### config.mk
export PLATFORM = sky130hd
export DESIGN_NAME = al_commit_reader_flat
export DESIGN_NICKNAME = d
export VERILOG_FILES = /design/src/rtl/al_commit_reader_pkg.sv /design/src/rtl/al_commit_reader_if.sv /design/src/rtl/al_ready_prefix.sv /design/src/rtl/al_commit_reader.sv /design/src/flat_wrapper.sv
export SDC_FILE = /design/constraint.sdc
export NUM_CORES = 1
export LEC_CHECK = 0
export CORE_ASPECT_RATIO = 0.7
export CORE_MARGIN = 2
export CORE_UTILIZATION = 48
export CTS_BUF_LIST = sky130_fd_sc_hd__clkbuf_4 sky130_fd_sc_hd__clkbuf_8
export DETAILED_ROUTE_END_ITERATION = 6
export GPL_TIMING_DRIVEN = 0
export HOLD_SLACK_MARGIN = 0.05
export PLACE_DENSITY_LB_ADDON = 0.3
export SLEW_MARGIN = 20
export SYNTH_ARGS = -nofsm -noshare
export SYNTH_HDL_FRONTEND = slang
export SYNTH_SLANG_ARGS = --single-unit
export TNS_END_PERCENT = 100
### constraint.sdc
create_clock -name clk -period 4.7 [get_ports clk]
set_input_delay 0.47 -clock clk [delete_from_list [all_inputs] [get_ports clk]]
set_output_delay 0.47 -clock clk [all_outputs]
set_load 0.01 [all_outputs]
### src/rtl/al_commit_reader_pkg.sv
// Shared types and sizing for the active-list commit reader.
package al_commit_reader_pkg;

  localparam int unsigned AL_DEPTH        = 128;
  localparam int unsigned AL_INDEX        = 7;
  localparam int unsigned AL_COMMIT_WIDTH = 4;
  localparam int unsigned AL_CNT_W        = AL_INDEX + 1;

  typedef enum logic [1:0] {
    INIT  = 2'd0,
    RUN   = 2'd1,
    SWEEP = 2'd2
  } al_state_t;

  // Active-list index carried by each commit lane.
  typedef logic [AL_INDEX-1:0] al_idx_t;

  // Number of lanes retired or swept in one cycle (0..COMMIT_WIDTH).
  typedef logic [$clog2(AL_COMMIT_WIDTH+1)-1:0] lane_cnt_t;

endpackage

### src/rtl/al_commit_reader_if.sv
// Ready-bit RAM read/clear ports plus the per-lane commit bus.
interface al_commit_reader_if
  import al_commit_reader_pkg::*;
#(
  parameter int unsigned COMMIT_WIDTH = AL_COMMIT_WIDTH,
  parameter int unsigned INDEX        = AL_INDEX
) ();

  logic [COMMIT_WIDTH-1:0][INDEX-1:0] rdAddr_o;
  logic [COMMIT_WIDTH-1:0]            rdData_i;
  logic [COMMIT_WIDTH-1:0]            commitVld_o;
  logic [COMMIT_WIDTH-1:0][INDEX-1:0] commitIdx_o;
  logic [COMMIT_WIDTH-1:0]            clrEn_o;
  logic [COMMIT_WIDTH-1:0][INDEX-1:0] clrAddr_o;

  modport master (
    output rdAddr_o,
    input  rdData_i,
    output commitVld_o,
    output commitIdx_o,
    output clrEn_o,
    output clrAddr_o
  );

  modport slave (
    input  rdAddr_o,
    output rdData_i,
    input  commitVld_o,
    input  commitIdx_o,
    input  clrEn_o,
    input  clrAddr_o
  );

endinterface

### src/rtl/al_ready_prefix.sv
// Leading-ones count of ready bits, masked by lane-active and occupancy.
module al_ready_prefix
  import al_commit_reader_pkg::*;
#(
  parameter int unsigned COMMIT_WIDTH = AL_COMMIT_WIDTH,
  parameter int unsigned CNT_W        = AL_CNT_W,
  parameter int unsigned NW           = $clog2(COMMIT_WIDTH+1)
) (
  input  logic [COMMIT_WIDTH-1:0] i_ready,
  input  logic [COMMIT_WIDTH-1:0] i_laneActive,
  input  logic [CNT_W-1:0]        i_occupancy,
  input  logic                    i_block,
  output logic [NW-1:0]           o_count
);

  logic w_run;

  // Counting stops at the first lane that fails any condition.
  always_comb begin
    o_count = '0;
    w_run   = !i_block;
    for (int unsigned i = 0; i < COMMIT_WIDTH; i++) begin
      if (w_run && i_ready[i] && i_laneActive[i] && (CNT_W'(i) < i_occupancy)) begin
        o_count = o_count + 1'b1;
      end else begin
        w_run = 1'b0;
      end
    end
  end

endmodule

### src/rtl/al_commit_reader.sv
// Commit-side reader of the active-list ready-bit RAM: retires the ready
// prefix at the head, clears retired bits, tracks occupancy, sweeps after flush.
module al_commit_reader
  import al_commit_reader_pkg::*;
#(
  parameter int unsigned DEPTH        = AL_DEPTH,
  parameter int unsigned INDEX        = AL_INDEX,
  parameter int unsigned COMMIT_WIDTH = AL_COMMIT_WIDTH,
  parameter int unsigned CNT_W        = AL_CNT_W
) (
  input  logic                    clk,
  input  logic                    reset,
  input  logic                    ramReady_i,
  input  logic [COMMIT_WIDTH-1:0] commitLaneActive_i,
  input  logic [2:0]              dispatchCnt_i,
  input  logic                    stall_i,
  input  logic                    flush_i,
  al_commit_reader_if.master      bus,
  output logic [INDEX-1:0]        head_o,
  output logic [CNT_W-1:0]        occupancy_o,
  output logic [CNT_W-1:0]        freeCnt_o,
  output logic                    alReady_o
);

  localparam int unsigned NW = $clog2(COMMIT_WIDTH+1);

  al_state_t                          r_state;
  logic [INDEX-1:0]                   r_head;
  logic [CNT_W-1:0]                   r_occ;
  logic [INDEX-1:0]                   r_sweepPtr;
  logic [CNT_W-1:0]                   r_sweepLeft;
  logic [COMMIT_WIDTH-1:0]            r_commitVld;
  logic [COMMIT_WIDTH-1:0][INDEX-1:0] r_commitIdx;
  logic [COMMIT_WIDTH-1:0]            r_clrEn;
  logic [COMMIT_WIDTH-1:0][INDEX-1:0] r_clrAddr;

  logic          w_block;
  logic [NW-1:0] w_n;
  logic [NW-1:0] w_active;
  logic [NW-1:0] w_k;
  logic [CNT_W:0] w_room;

  assign w_block = stall_i | flush_i | (r_state != RUN);

  al_ready_prefix #(
    .COMMIT_WIDTH (COMMIT_WIDTH),
    .CNT_W        (CNT_W),
    .NW           (NW)
  ) u_prefix (
    .i_ready      (bus.rdData_i),
    .i_laneActive (commitLaneActive_i),
    .i_occupancy  (r_occ),
    .i_block      (w_block),
    .o_count      (w_n)
  );

  always_comb begin
    for (int unsigned i = 0; i < COMMIT_WIDTH; i++) begin
      bus.rdAddr_o[i] = r_head + INDEX'(i);
    end
  end

  // Lanes are contiguous from 0, so a popcount gives the sweep width.
  always_comb begin
    w_active = '0;
    for (int unsigned i = 0; i < COMMIT_WIDTH; i++) begin
      if (commitLaneActive_i[i]) begin
        w_active = w_active + 1'b1;
      end
    end
    if (CNT_W'(w_active) < r_sweepLeft) begin
      w_k = w_active;
    end else begin
      w_k = NW'(r_sweepLeft);
    end
  end

  always_ff @(posedge clk or negedge reset) begin
    if (!reset) begin
      r_state     <= INIT;
      r_head      <= '0;
      r_occ       <= '0;
      r_sweepPtr  <= '0;
      r_sweepLeft <= '0;
      r_commitVld <= '0;
      r_commitIdx <= '0;
      r_clrEn     <= '0;
      r_clrAddr   <= '0;
    end else begin
      r_commitVld <= '0;
      r_commitIdx <= '0;
      r_clrEn     <= '0;
      r_clrAddr   <= '0;
      case (r_state)
        INIT: begin
          if (ramReady_i) begin
            r_state <= RUN;
          end
        end
        RUN: begin
          if (flush_i) begin
            r_sweepPtr  <= r_head;
            r_sweepLeft <= r_occ;
            r_occ       <= '0;
            r_state     <= (r_occ != '0) ? SWEEP : RUN;
          end else begin
            r_head <= r_head + INDEX'(w_n);
            r_occ  <= r_occ + CNT_W'(dispatchCnt_i) - CNT_W'(w_n);
            for (int unsigned i = 0; i < COMMIT_WIDTH; i++) begin
              if (NW'(i) < w_n) begin
                r_commitVld[i] <= 1'b1;
                r_commitIdx[i] <= r_head + INDEX'(i);
                r_clrEn[i]     <= 1'b1;
                r_clrAddr[i]   <= r_head + INDEX'(i);
              end
            end
          end
        end
        SWEEP: begin
          for (int unsigned i = 0; i < COMMIT_WIDTH; i++) begin
            if (NW'(i) < w_k) begin
              r_clrEn[i]   <= 1'b1;
              r_clrAddr[i] <= r_sweepPtr + INDEX'(i);
            end
          end
          r_sweepPtr  <= r_sweepPtr + INDEX'(w_k);
          r_sweepLeft <= r_sweepLeft - CNT_W'(w_k);
          if (r_sweepLeft == CNT_W'(w_k)) begin
            r_state <= RUN;
          end
        end
        default: r_state <= INIT;
      endcase
    end
  end

  assign bus.commitVld_o = r_commitVld;
  assign bus.commitIdx_o = r_commitIdx;
  assign bus.clrEn_o     = r_clrEn;
  assign bus.clrAddr_o   = r_clrAddr;
  assign head_o          = r_head;
  assign occupancy_o     = r_occ;
  assign freeCnt_o       = CNT_W'(DEPTH) - r_occ;
  assign alReady_o       = (r_state == RUN);

  // Entries retired in the same cycle free their slots for that cycle's dispatch.
  assign w_room = {1'b0, freeCnt_o} + (CNT_W+1)'(w_n);

  a_dispatch_fits : assert property (
    @(posedge clk) disable iff (!reset)
    (r_state == RUN && !flush_i) |-> ((CNT_W+1)'(dispatchCnt_i) <= w_room)
  );

endmodule

### src/flat_wrapper.sv
// flat-port wrapper written by rule: the top's interface ports become plain ports
module al_commit_reader_flat import al_commit_reader_pkg::*;
#(
  parameter int unsigned DEPTH        = AL_DEPTH,
  parameter int unsigned INDEX        = AL_INDEX,
  parameter int unsigned COMMIT_WIDTH = AL_COMMIT_WIDTH,
  parameter int unsigned CNT_W        = AL_CNT_W
)
  (clk, reset, ramReady_i, commitLaneActive_i, dispatchCnt_i, stall_i, flush_i, head_o, occupancy_o, freeCnt_o, alReady_o, bus_rdAddr_o, bus_rdData_i, bus_commitVld_o, bus_commitIdx_o, bus_clrEn_o, bus_clrAddr_o);
  al_commit_reader_if #(.COMMIT_WIDTH(COMMIT_WIDTH), .INDEX(INDEX)) bus_i ();
  input  logic clk;
  input  logic reset;
  input  logic ramReady_i;
  input  logic [COMMIT_WIDTH-1:0] commitLaneActive_i;
  input  logic [2:0] dispatchCnt_i;
  input  logic stall_i;
  input  logic flush_i;
  output logic [INDEX-1:0] head_o;
  output logic [CNT_W-1:0] occupancy_o;
  output logic [CNT_W-1:0] freeCnt_o;
  output logic alReady_o;
  output wire logic [$bits(bus_i.rdAddr_o)-1:0] bus_rdAddr_o;
  input wire logic [$bits(bus_i.rdData_i)-1:0] bus_rdData_i;
  output wire logic [$bits(bus_i.commitVld_o)-1:0] bus_commitVld_o;
  output wire logic [$bits(bus_i.commitIdx_o)-1:0] bus_commitIdx_o;
  output wire logic [$bits(bus_i.clrEn_o)-1:0] bus_clrEn_o;
  output wire logic [$bits(bus_i.clrAddr_o)-1:0] bus_clrAddr_o;
  assign bus_rdAddr_o = bus_i.rdAddr_o;
  assign bus_i.rdData_i = bus_rdData_i;
  assign bus_commitVld_o = bus_i.commitVld_o;
  assign bus_commitIdx_o = bus_i.commitIdx_o;
  assign bus_clrEn_o = bus_i.clrEn_o;
  assign bus_clrAddr_o = bus_i.clrAddr_o;
  al_commit_reader #(.DEPTH(DEPTH), .INDEX(INDEX), .COMMIT_WIDTH(COMMIT_WIDTH), .CNT_W(CNT_W)) u_core (.clk(clk), .reset(reset), .ramReady_i(ramReady_i), .commitLaneActive_i(commitLaneActive_i), .dispatchCnt_i(dispatchCnt_i), .stall_i(stall_i), .flush_i(flush_i), .bus(bus_i), .head_o(head_o), .occupancy_o(occupancy_o), .freeCnt_o(freeCnt_o), .alReady_o(alReady_o));
endmodule
== Word level (Yosys, flattened, before mapping) ==
Index checks and enable logic that the tools add are counted.

* Order comparisons: 13
* Add/sub/neg operators: 18
* Equality and inequality tests: 7
* Multipliers: 0
* Bitwise operators: 3
* Shift operators: 0
* Mux-type cells: 44
* Div/mod/pow operators: 0
* Reductions and logical operators: 19

{| class="wikitable"
|+ Operators by type and width
! kind !! number
|-
| 7-bit 2-to-1 mux || 9
|-
| 28-bit 2-to-1 mux || 2
|-
| 28-bit case mux with 2 select lines || 1
|-
| 7-bit by 2-bit adder with 7-bit output (second input constant) || 4
|-
| 3-bit 2-to-1 mux || 7
|-
| 1-bit by 8-bit < comparator with 1-bit output (first input constant) || 2
|-
| 2-bit by 8-bit < comparator with 1-bit output (first input constant) || 2
|-
| 8-bit 2-to-1 mux || 2
|-
| 8-bit case mux with 2 select lines || 1
|-
| 8-bit by 3-bit subtractor with 8-bit output || 2
|-
| 3-bit by 1-bit adder with 3-bit output (second input constant) || 5
|-
| 7-bit by 1-bit adder with 7-bit output (second input constant) || 2
|-
| 7-bit by 3-bit adder with 7-bit output || 2
|-
| 7-bit case mux with 2 select lines || 1
|-
| 1-bit 2-to-1 mux || 13
|-
| 1-bit logical AND || 12
|-
| 1-bit by 3-bit < comparator with 1-bit output (first input constant) || 4
|-
| 2-bit by 3-bit < comparator with 1-bit output (first input constant) || 4
|-
| 8-bit by 3-bit adder with 8-bit output || 1
|-
| 8-bit by 3-bit equality test with 1-bit output || 1
|-
| 3-bit by 8-bit < comparator with 1-bit output || 1
|-
| 2-bit 2-to-1 mux || 4
|-
| 4-bit 2-to-1 mux || 2
|-
| 4-bit case mux with 2 select lines || 1
|-
| 15 further kinds || 19
|}

* Flip-flop bits (word level): 96
* Word-level logic and storage cells: 119
* Latch bits: 0
* Memories: 0
* Bits in writable memories: 0
* Output and inout port bits: 116
* Bits in read-only memories: 0
* Input bits: 16

== Logic depth before layout (Yosys ltp) ==
Gate-level depths: netlist of the first run.

* Depth in word-level cells: 23
* Mapped depth: 23
* Depth with buffers taken out: 22

== Modules after synthesis ==
Synthesis of the first run repeated with hierarchy kept, for this count alone.

* Cells, all modules: 593
* Area total of the unflattened synthesis: 5735.5 um2

{| class="wikitable"
|+ Modules (own cells, without submodules)
! module !! cells an instance !! seq. area each (um2) !! area an instance (um2) !! instances
|-
| al_commit_reader || 560 || 2402.3 || 5472.7 || 1
|-
| al_ready_prefix || 33 || 0.0 || 262.8 || 1
|}

== Worst setup path before layout of the first run ==
OpenSTA, ideal clock, no wires.

* Path kind: register to register
* Start point: register u_core.r_occ[6], in the netlist u_core.occupancy_o[6]
* End point: register u_core.r_occ[6], in the netlist u_core.occupancy_o[6]
* Data arrival time: 5.037 ns
* Path buffers: 1
* Period minus slack after synthesis: 5.168 ns
* Setup time: 0.131 ns
* Required time: 4.569 ns
* Stages on the path, launching flop included: 20
* Slack: -0.468 ns
* Cells stage by stage: dfrtp_1 -> inv_1 -> ha_1 -> nand4bb_1 -> o211ai_1 -> nor2_1 -> ha_1 -> clkbuf_1 -> xnor2_1 -> ha_1 -> nand4_1 -> a2111oi_2 -> clkinv_1 -> fa_1 -> ha_1 -> a21o_1 -> a21oi_1 -> o21bai_1 -> and4_1 -> or3_1

* Word-level cells in the longest chain between the ends: 17
* Elaborated cells on any way between the ends: 27
* Classes of those cells: add/sub: 5; order compare: 4; mux: 8; reduce/logical: 10

{| class="wikitable"
|+ Ends and longest elaborated chain
! item !! RTL line !! source
|-
| start, declared || al_commit_reader.sv:29 || <nowiki>logic [CNT_W-1:0] r_occ;</nowiki>
|-
| start signal, assigned || al_commit_reader.sv:108 || <nowiki>r_occ <= r_occ + CNT_W'(dispatchCnt_i) - CNT_W'(w_n);</nowiki>
|-
| branches (longest 15 deep; another with 1-bit by 8-bit < comparator with 1-bit output) || - ||
|-
| 8-bit by 3-bit subtractor with 8-bit output * || al_commit_reader.sv:108 ||
|-
| 8-bit 2-to-1 mux * || al_commit_reader.sv:101 || <nowiki>if (flush_i) begin</nowiki>
|}

Every way passes the cells marked *.
A chain may end at the register's enable or synchronous reset.

== Final worst setup path of the first run ==
* Start point: input flush_i
* End point: register u_core.r_occ[6], in the netlist u_core.occupancy_o[6]

* Word-level cells in the longest chain between the ends: 21
* Elaborated cells on any way between the ends: 27
* Classes of those cells: add/sub: 4; mux: 8; bitwise: 2; reduce/logical: 13

{| class="wikitable"
|+ Ends and longest elaborated chain
! item !! RTL line !! source
|-
| start, declared || flat_wrapper.sv:17 || <nowiki>input logic flush_i;</nowiki>
|-
| branches (longest 20 deep; another with 3-bit by 1-bit adder with 3-bit output) || - ||
|-
| 8-bit 2-to-1 mux * || al_commit_reader.sv:101 ||
|}

Marks and branches as above.

==> reports/qor.yml, run 1 <==
fin_worst_skew_ns: 0.01452
cts.sinks: 96
power_per_cell_area_nw_per_um2: 499.1
synth-edff-count: 0
regArea_sq_um: 2412
multi_input_area_sq_um: 3416
path_class: "input port to register"
end_kind: "register"
grt_max_degree: 77
worstPathArrival_ns: 5.07
netlist_area_sq_um: 5902
yosysSeqAreaShare_pct: 40.70
drt-vias-per-instance: 5.851
crit_required_ns: 4.95
synth_nets: 667
gp_congestion: 0.9956
clk_path_buf_depth: 2
yosysWarnings: 0
dp_hpwl_um: 13110
rsz0062_at_grt: "true"
violations: "negative setup slack"
initial_core_util_pct: 49.80
placed_cells: 890
finalSetupViolations: 2
drt_pass1_iterations: 5
finalMaxSlewViolations: 0
relSlewSlack_pct: 41.06
grt_pass1_vias: 5207
fin_util_pct: 70.75
clk_latency_ns: 0.37
clock-root-buffer: "clkbuf_8"
worstMarginPinSlew_ns: 0.8595
drt_iter0_markers: 495
grt_usage_pct: 27.54
path_clk_slew_ns: 0.11
status: "complete, but fails checks"
drive_gt1_share_pct: 18.91
core_area_sq_um: 11850
row_count: 33
yosysUniqueCellTypes: 65
syn_to_final_growth_pct: 42.06
cp_max_fo: 7
synth_area_per_cell_sq_um: 9.804
nNetsFinal: 864
route.detailed.drc: 0
ys_async_sr_fraction_pct: 100.0
ir_drop_v: 0.0002821
diodes: 0
overflow: 0
cts.htree.levels: 3
cts_tree: "yes"
grt_pass1_wl_um: 28040
io_pins: 132
die_h_um: 96.78
synth_ff_type: "dfrtp_1"
timing.fmax_ghz: 0.2078
cts_inserted_buffers: 9
crit-reg2reg-launch: "u_core.r_state[1]"
die_w_um: 136.5
cp-startpoint: "flush_i"
antenna_found_initial: 0
fin_setup_tns_ns: -0.1242
postPlaceCellArea_sq_um: 7552
die_area_sq_um: 13210
fin_ws_ns: -0.1130
fill_cells: 841
wl_per_cell_um: 19.93
hold_violations: 0
final_area_sq_um: 8384
setup.worst_path.start_class: "input port"
power.leakage_nw: 3.617
numPortBuffers: 130
period_share_pct: 102.4
ys_ff_latch: 96
wirelength_um: 19160
synthCells: 602
vias: 5623
hold_path.class: "input port to asynchronous set/reset pin"
final_cell_mix: "clkdlybuf4s50_1 (127), dfrtp_1 (88), buf_4 (66)"
drv_cap: 0
final_common_cell: "clkdlybuf4s50_1"
fin_crit_ns: 4.813
ant_nets: 0
stdcell_count: 961
==> where the power goes <==
group	internal (mW)	switching, mW	leakage (nW)
registers	0.963	0.170	1.29
logic	1.18	1.35	2.24
clock network	0.203	0.324	0.0888
total	2.34	1.84	3.62
==> area by class of cell <==
type / instances / share of cell area [%]
well taps: 157 / 2.343
flip-flops and latches: 96 / 28.77
inverters: 47 / 2.238
clock buffers: 9 / 1.477
clock inverters: 7 / 0.7312
repair buffers: 188 / 20.97
multi-input cells: 416 / 40.74
plain buffers: 41 / 2.731
==> cells by family after synthesis <==
| kind of cell | Yosys count | synth area share (%) |
|---|---|---|
| simple gates | 172 | 14.80 |
| xor+xnor | 52 | 7.971 |
| compound gates | 120 | 14.86 |
| flops | 96 | 40.70 |
| buf+inv | 90 | 6.614 |
| mux | 23 | 4.028 |
| fa+ha+maj | 49 | 11.02 |
==> synth_stat cells (all sizes together), types with 14 or more instances <==
master | number | area (sq um)
a21oi | 21 | 105.1
buf | 17 | 116.4
clkbuf | 26 | 97.59
dfrtp | 96 | 2402
ha | 44 | 550.5
inv | 46 | 172.7
mux2i | 17 | 170.2
nand2 | 55 | 206.5
nor2 | 31 | 116.4
nor3 | 18 | 90.09
o21ai | 23 | 115.1
o22ai | 18 | 112.6
o32ai | 14 | 130.1
xnor2 | 30 | 262.8
xor2 | 21 | 183.9
==> worst max-delay path, cell delays in order <==
cell             delay (ns)
clkdlybuf4s50_1        0.56
nand2b_4               0.24
a211oi_4               0.26
inv_2                  0.12
nor2_4                 0.15
ha_4                   0.23
buf_8                  0.14
xnor2_4                0.13
ha_4                   0.18
a31o_4                 0.24
a2111oi_4              0.41
clkinv_2               0.14
fa_2                   0.60
ha_4                   0.21
a21o_1                 0.16
a21oi_2                0.17
o21bai_1               0.11
and4_1                 0.15
or3_1                  0.38
==> what timing repair did <==
| action | 4_1_cts | 5_1_grt |
|---|---|---|
| pin swaps | 11 | 17 |
| gates resized for setup | 26 | 31 |
| buffers inserted | 33 | 23 |
| endpoints found under the hold margin | 20 | 0 |
| hold buffers | 1 | 0 |
| setup endpoints to repair | 19 | 8 |
==> path summary, 6_finish.rpt <==
check	to	slack [ns]	depth (start not counted)
worst max-delay path	u_core.occupancy_o[6]	-0.11	19
worst min-delay path	u_core.bus.commitIdx_o[14]	0.50	2
worst max register to register	u_core.occupancy_o[6]	-0.11	21
worst min register to register	u_core.r_sweepLeft[5]	0.58	1
max in group asynchronous	u_core.occupancy_o[1]	3.56	3
min in group clk	u_core.r_sweepLeft[5]	0.58	1
==> flip-flops by register name, indices dropped and copies added (netlist names) <==
name and flops:
u_core.bus.clrAddr_o 28, u_core.bus.commitIdx_o 28, u_core.occupancy_o 8, u_core.r_state 2, u_core.r_sweepPtr 7, u_core.bus.commitVld_o 4
u_core.r_sweepLeft 8, u_core.head_o 7, u_core.bus.clrEn_o 4
==> metal layers <==
metal	wire [um]	track usage, %
met5	0	0
met4	564	7.772
met3	1626	7.390
met2	8755	41.23
met1	8208	39.24
==> metrics by stage <==
step / hold slack (ns) / setup slack (ns) / power (mW)
global route: 0.5026 / -0.2076 / 4.409
global placement: 0.5318 / -0.9657 / 3.280
finish: 0.5028 / -0.1130 / 4.184
detailed placement: 0.3294 / -1.111 / 3.344
CTS: 0.4946 / -0.009402 / 3.959
floorplan: 0.1744 / -0.05862 / 2.506
(Power assumes the default switching activity.)
==> inputs of run 2 (changes only) <==
- SETUP_SLACK_MARGIN: unset -> 0.1
==> run 2 against run 1 <==
Effect of this change: design area up 2.4%; the run still ends with negative setup slack left; core utilization up 1.7 points; final cell count up 1.5%; largest cell class unchanged.
==> reports/qor.yml, run 2 (synthesized netlist as in run 1, its figures left out) <==
core_area_sq_um: 11850  # unchanged
ir_drop_v: 0.0002868  # +1.7%
overflow: 0  # unchanged
path_class: "register to register"
final_common_cell: "clkdlybuf4s50_1"
critPathTopFamily: "compound AO/OA/AOI/OAI gates"
rsz0062_at_grt: "true"
final_cell_mix: "clkdlybuf4s50_1 (126), dfrtp_1 (88), buf_4 (79)"
finalSetupViolations: 2  # unchanged
vias: 5657  # +0.60%
ant_nets: 0  # unchanged
cpPeakStageDelay_ns: 0.56  # -0.04 ns
path_common_cell: "ha_4"
drv_cap: 0  # unchanged
finalMaxSlewViolations: 0  # unchanged
crit_buf_inv: 5  # +1
hold_violations: 0  # unchanged
clk_path_buf_depth: 2  # unchanged
clock-root-buffer: "clkbuf_8"
initial_core_util_pct: 49.80  # unchanged
route.detailed.drc: 0  # unchanged
power_per_cell_area_nw_per_um2: 495.5  # -0.71%
worstPathArrival_ns: 5.02  # -0.05 ns
worst_r2r_path_depth: 21  # unchanged
status: "complete, but fails checks"
numPortBuffers: 130  # unchanged
path_clk_slew_ns: 0.11  # about the same
nNetsFinal: 878  # +1.6%
diodes: 0  # unchanged
drt_iter0_markers: 591  # +19%
cts_inserted_buffers: 9  # unchanged
grt_usage_pct: 28.98  # +1.4 points
wl_per_cell_um: 19.90  # -0.19%
period_share_pct: 101.5  # -0.95 points
r2r-end: "u_core.occupancy_o[6]"
cp_slowest_cell: "fa_1"
drive_gt1_share_pct: 21.52  # +2.6 points
placed_cells: 890  # unchanged
crit_required_ns: 4.95  # about the same
crit-reg2reg-launch: "u_core.occupancy_o[6]"
setup.worst_path.start_class: "register"
dp_hpwl_um: 13220  # +0.82%
power.leakage_nw: 3.714  # +2.7%
crit_chain: "inv_2 > ha_4 > nand4bb_4 > o211ai_1 > buf_4 > buf_4 > or3_4 > buf_8 > nand2_2 > o21ai_2 > ha_4 > a31o_4 > a2111oi_4 > clkinv_2 > fa_1 > ha_4 > a21o_1 > a21oi_2 > o21bai_1 > and4_1 > or3_4"
fin_worst_skew_ns: 0.01915  # +0.004627 ns
io_pins: 132  # unchanged
row_count: 33  # unchanged
r2r_slack_ns: -0.07  # +0.04 ns
syn_to_final_growth_pct: 45.52
die_w_um: 136.5  # unchanged
clk_latency_ns: 0.38  # about the same
cts.sinks: 96  # unchanged
stdcell_count: 975  # +1.5%
timing.fmax_ghz: 0.2097  # +0.93%
relSlewSlack_pct: 39.85  # -1.2 points
die_h_um: 96.78  # unchanged
wirelength_um: 19400  # +1.3%
antenna_found_initial: 0  # unchanged
cts.htree.levels: 3  # unchanged
fin_ws_ns: -0.06850  # +0.04453 ns
fin_crit_ns: 4.769  # -0.04453 ns
cts_tree: "yes"
fin_util_pct: 72.47  # +1.7 points
die_area_sq_um: 13210  # unchanged
hold_path.class: "input port to asynchronous set/reset pin"
violations: "negative setup slack"
drt-vias-per-instance: 5.802  # -0.84%
cp_max_fo: 6  # -1
grt_pass1_wl_um: 29610  # +5.6%
worstMarginPinSlew_ns: 0.8771  # +0.01769 ns
gp_congestion: 0.9955  # about the same
grt_max_degree: 77  # unchanged
grt_pass1_vias: 5449  # +4.6%
end_kind: "register"
drt_pass1_iterations: 6  # +1
-- run 2: worst max path at each step --
stage,startpoint,end,cells after the start
after CTS,u_core.occupancy_o[4],u_core.occupancy_o[6],20
final,u_core.occupancy_o[6],u_core.occupancy_o[6],21
after global placement,commitLaneActive_i[1],u_core.r_sweepLeft[5],18
after detailed placement,commitLaneActive_i[1],u_core.r_sweepLeft[7],18
after global routing,u_core.r_state[1],u_core.occupancy_o[6],21
after floorplan,u_core.occupancy_o[5],u_core.occupancy_o[6],19
-- run 2: cell type report --
class                      instances  area [sq um]
inverter                          47         185.2
sequential                        96          2412
buffer                            43         247.7
tap                              157         196.4
multi-input combinational        416          3482
clock inverter                     7         88.84
timing repair buffer             200          1852
clock buffer                       9         123.9
fill                             795          3262
-- run 2: stage by stage --
stage	area, sq um	total power, mW	hold WS [ns]	setup TNS, ns	worst slack (ns)
after global routing	8588	4.502	0.5199	-0.4239	-0.1676
after global placement	7523	3.280	0.5317	-41.12	-0.9638
final	8588	4.256	0.4932	-0.1009	-0.06850
after CTS	8341	4.101	0.4970	-0.002858	-0.002858
after detailed placement	7552	3.349	0.3295	-12.97	-1.138
after floorplan	6026	2.506	0.1744	-0.05862	-0.05862
-- run 2: routing by layer --
layer	global-route usage (%)	part of all wire [%]	up-vias
met5	0	0	-
met2	43.35	47	278
met4	8.013	2.4	0
li1	-	-	2526
met3	8.595	9.3	47
met1	40.87	42	2806
-- run 2: timing repair --
item,4_1_cts,5_1_grt
resized for setup,41,34
setup buffers,56,15
pin swaps,21,22
endpoints found under the setup margin,19,17
hold buffers,1,0
endpoints found under the hold margin,20,0
-- run 2: power breakdown --
part,internal [mW],total (mW),switching (mW)
Sequential,0.963,1.14,0.176
Clock,0.257,0.582,0.325
Combinational,1.18,2.54,1.35
Total,2.40,4.26,1.85
-- run 2: worst reg2reg max path, cell delays in order (launching register included) --
cell       delay (ns)
dfrtp_2          0.40
inv_2            0.07
ha_4             0.17
nand4bb_4        0.13
o211ai_1         0.13
buf_4            0.17
buf_4            0.16
or3_4            0.40
buf_8            0.15
nand2_2          0.07
o21ai_2          0.07
ha_4             0.19
a31o_4           0.23
a2111oi_4        0.41
clkinv_2         0.14
fa_1             0.56
ha_4             0.21
a21o_1           0.16
a21oi_2          0.15
o21bai_1         0.12
and4_1           0.19
or3_4            0.39
==> inputs of run 3 (changes only) <==
- PLACE_DENSITY: unset -> 0.8
- PLACE_DENSITY_LB_ADDON: 0.3 -> unset
==> run 3 against run 2 <==
Effect of this change: the run still ends with negative setup slack left; worst setup slack lost 0.078 ns; global-route usage decreased by 0.36 points; clock skew is 0.0039 ns higher; clock power rose by 6.0%; wire length grew 0.10%; combinational power is 3% higher; critical endpoint unchanged; largest power group unchanged.
==> reports/qor.yml, run 3 (synthesized netlist as in run 1, its figures left out) <==
whs_ns: 0.5312  # +0.03796 ns
dp_slack_ns: -1.177  # -0.03907 ns
clk_path_buf_depth: 2  # unchanged
r2r-end: "u_core.occupancy_o[6]"
vias: 5576  # -1.4%
end_kind: "register"
route.detailed.drc: 0  # unchanged
wirelength_um: 19420  # +0.10%
final_cell_mix: "clkdlybuf4s50_1 (127), dfrtp_1 (88), buf_4 (57)"
cts.htree.levels: 3  # unchanged
rsz0062_at_grt: "true"
syn_to_final_growth_pct: 43.01
path_class: "input port to register"
nNetsFinal: 856  # -2.5%
clk_latency_ns: 0.40  # +0.02 ns
grt_max_degree: 64  # -17%
die_area_sq_um: 13210  # unchanged
period_share_pct: 103.1  # +1.7 points
fin_crit_ns: 4.846  # +0.07787 ns
ir_drop_v: 0.0003414  # +19%
status: "complete, but fails checks"
initial_core_util_pct: 49.80  # unchanged
dp_hpwl_um: 13400  # +1.4%
cts.sinks: 96  # unchanged
grt_usage_pct: 28.63  # -0.36 points
violations: "negative setup slack"
hold_violations: 0  # unchanged
ant_nets: 0  # unchanged
r2r_slack_ns: -0.13  # -0.06 ns
timing.fmax_ghz: 0.2063  # -1.6%
drt-vias-per-instance: 5.851  # +0.84%
drt_pass1_iterations: 7  # +1
drv_cap: 0  # unchanged
fill_cells: 819  # +3.0%
grt_pass1_wl_um: 29170  # -1.5%
final_common_cell: "clkdlybuf4s50_1"
postPlaceCellArea_sq_um: 7552  # unchanged
finalMaxSlewViolations: 0  # unchanged
finalSetupViolations: 1  # -1
overflow: 0  # unchanged
cts_inserted_buffers: 9  # unchanged
fin_worst_skew_ns: 0.02307  # +0.003915 ns
path_clk_slew_ns: 0.12  # about the same
power.leakage_nw: 3.618  # -2.6%
worstPathArrival_ns: 5.14  # +0.12 ns
multi_input_area_sq_um: 3485  # about the same
regArea_sq_um: 2412  # unchanged
drt_iter0_markers: 639  # +8.1%
numPortBuffers: 130  # unchanged
worst_r2r_path_depth: 20  # -4.8%
relSlewSlack_pct: 42.05  # +2.2 points
final_area_sq_um: 8441  # -1.7%
fin_ws_ns: -0.1464  # -0.07787 ns
row_count: 33  # unchanged
crit_required_ns: 4.99  # +0.04 ns
die_w_um: 136.5  # unchanged
cts_tree: "yes"
hold_path.class: "input port to asynchronous set/reset pin"
drive_gt1_share_pct: 19.72  # -1.8 points
diodes: 0  # unchanged
worstMarginPinSlew_ns: 0.8451  # -0.03206 ns
cp_max_fo: 7  # +1
crit-reg2reg-launch: "u_core.occupancy_o[0]"
clock-root-buffer: "clkbuf_8"
power_per_cell_area_nw_per_um2: 518.4  # +4.6%
die_h_um: 96.78  # unchanged
io_pins: 132  # unchanged
wl_per_cell_um: 20.38  # +2.4%
gp_congestion: 0.9267  # -6.9%
antenna_found_initial: 0  # unchanged
core_area_sq_um: 11850  # unchanged
grt_pass1_vias: 5281  # -3.1%
setup.worst_path.start_class: "input port"
run 3: changes by cell type in the layout (fill, tap and decap cells not counted), moves of 2 or more:
cell / before / now
clkinvlp_4: 1 / 3
ha_1: 33 / 31
inv_1: 38 / 36
o21ai_2: 3 / 1
buf_4: 79 / 57
inv_4: 3 / 5
xnor2_2: 0 / 2
inv_6: 3 / 0
run 3: power breakdown:
| group | leakage, nW | total [mW] | internal [mW] | switching (mW) |
|---|---|---|---|---|
| Combinational | 2.22 | 2.61 | 1.23 | 1.38 |
| Clock | 0.101 | 0.617 | 0.299 | 0.318 |
| Sequential | 1.29 | 1.14 | 0.963 | 0.182 |
| Total | 3.62 | 4.38 | 2.49 | 1.88 |
run 3: critical path, stage by stage:
cell and delay, ns:
clkdlybuf4s50_1 0.57, nand2b_4 0.24, a211oi_4 0.26, inv_2 0.10, or3_4 0.37, buf_6 0.14
nand2_2 0.06, o21ai_1 0.06, ha_2 0.22, a31o_4 0.24, a2111oi_4 0.49, clkinv_4 0.11
fa_2 0.61, ha_4 0.22, a21o_1 0.17, a21oi_2 0.18, o21bai_1 0.12, and4_1 0.15
or3_1 0.35
run 3: final cells by class:
type	instances	share of cell area, %
repair buffers	179	20.03
clock inverters	7	1.141
inverters	47	2.298
well taps	157	2.327
multi-input cells	416	41.28
plain buffers	42	2.876
flip-flops and latches	96	28.58
clock buffers	9	1.468
run 3: metal layers:
metal | track usage [%] | wire (um) | up-vias
met2 | 42.04 | 8950 | 293
met1 | 42.56 | 8348 | 2760
li1 | - | - | 2490
met5 | 0 | 0 | -
met4 | 7.212 | 329 | 0
met3 | 6.656 | 1790 | 33
run 3: how the worst max path moves through the flow:
| stage | from | cells after the start | slack (ns) | to |
|---|---|---|---|---|
| after global placement | commitLaneActive_i[0] | 18 | -1.0 | u_core.r_sweepLeft[7] |
| after floorplan | u_core.occupancy_o[5] | 19 | -0.06 | u_core.occupancy_o[6] |
| after global routing | flush_i | 18 | -0.28 | u_core.occupancy_o[6] |
| after CTS | u_core.occupancy_o[0] | 19 | -0.001 | u_core.occupancy_o[6] |
| after detailed placement | commitLaneActive_i[0] | 18 | -1.18 | u_core.r_sweepLeft[5] |
| final | flush_i | 19 | -0.15 | u_core.occupancy_o[6] |
run 3: stage by stage:
stage | util (%) | cells | setup TNS (ns) | power [mW]
after detailed placement | 63.73 | 890 | -13.86 | 3.339
after global placement | 63.49 | 889 | -41.40 | 3.265
after floorplan | - | 602 | -0.05862 | 2.506
final | 71.23 | 953 | -0.1464 | 4.376
after global routing | 71.23 | 953 | -0.4223 | 4.614
after CTS | 68.21 | 930 | -0.001021 | 4.071
run 3: repair_timing:
item	in CTS	in global routing
resized for setup	35	38
endpoints found under the hold margin	33	0
pin swaps	16	21
endpoints found under the setup margin	19	9
setup buffers	24	23
hold buffers	1	0
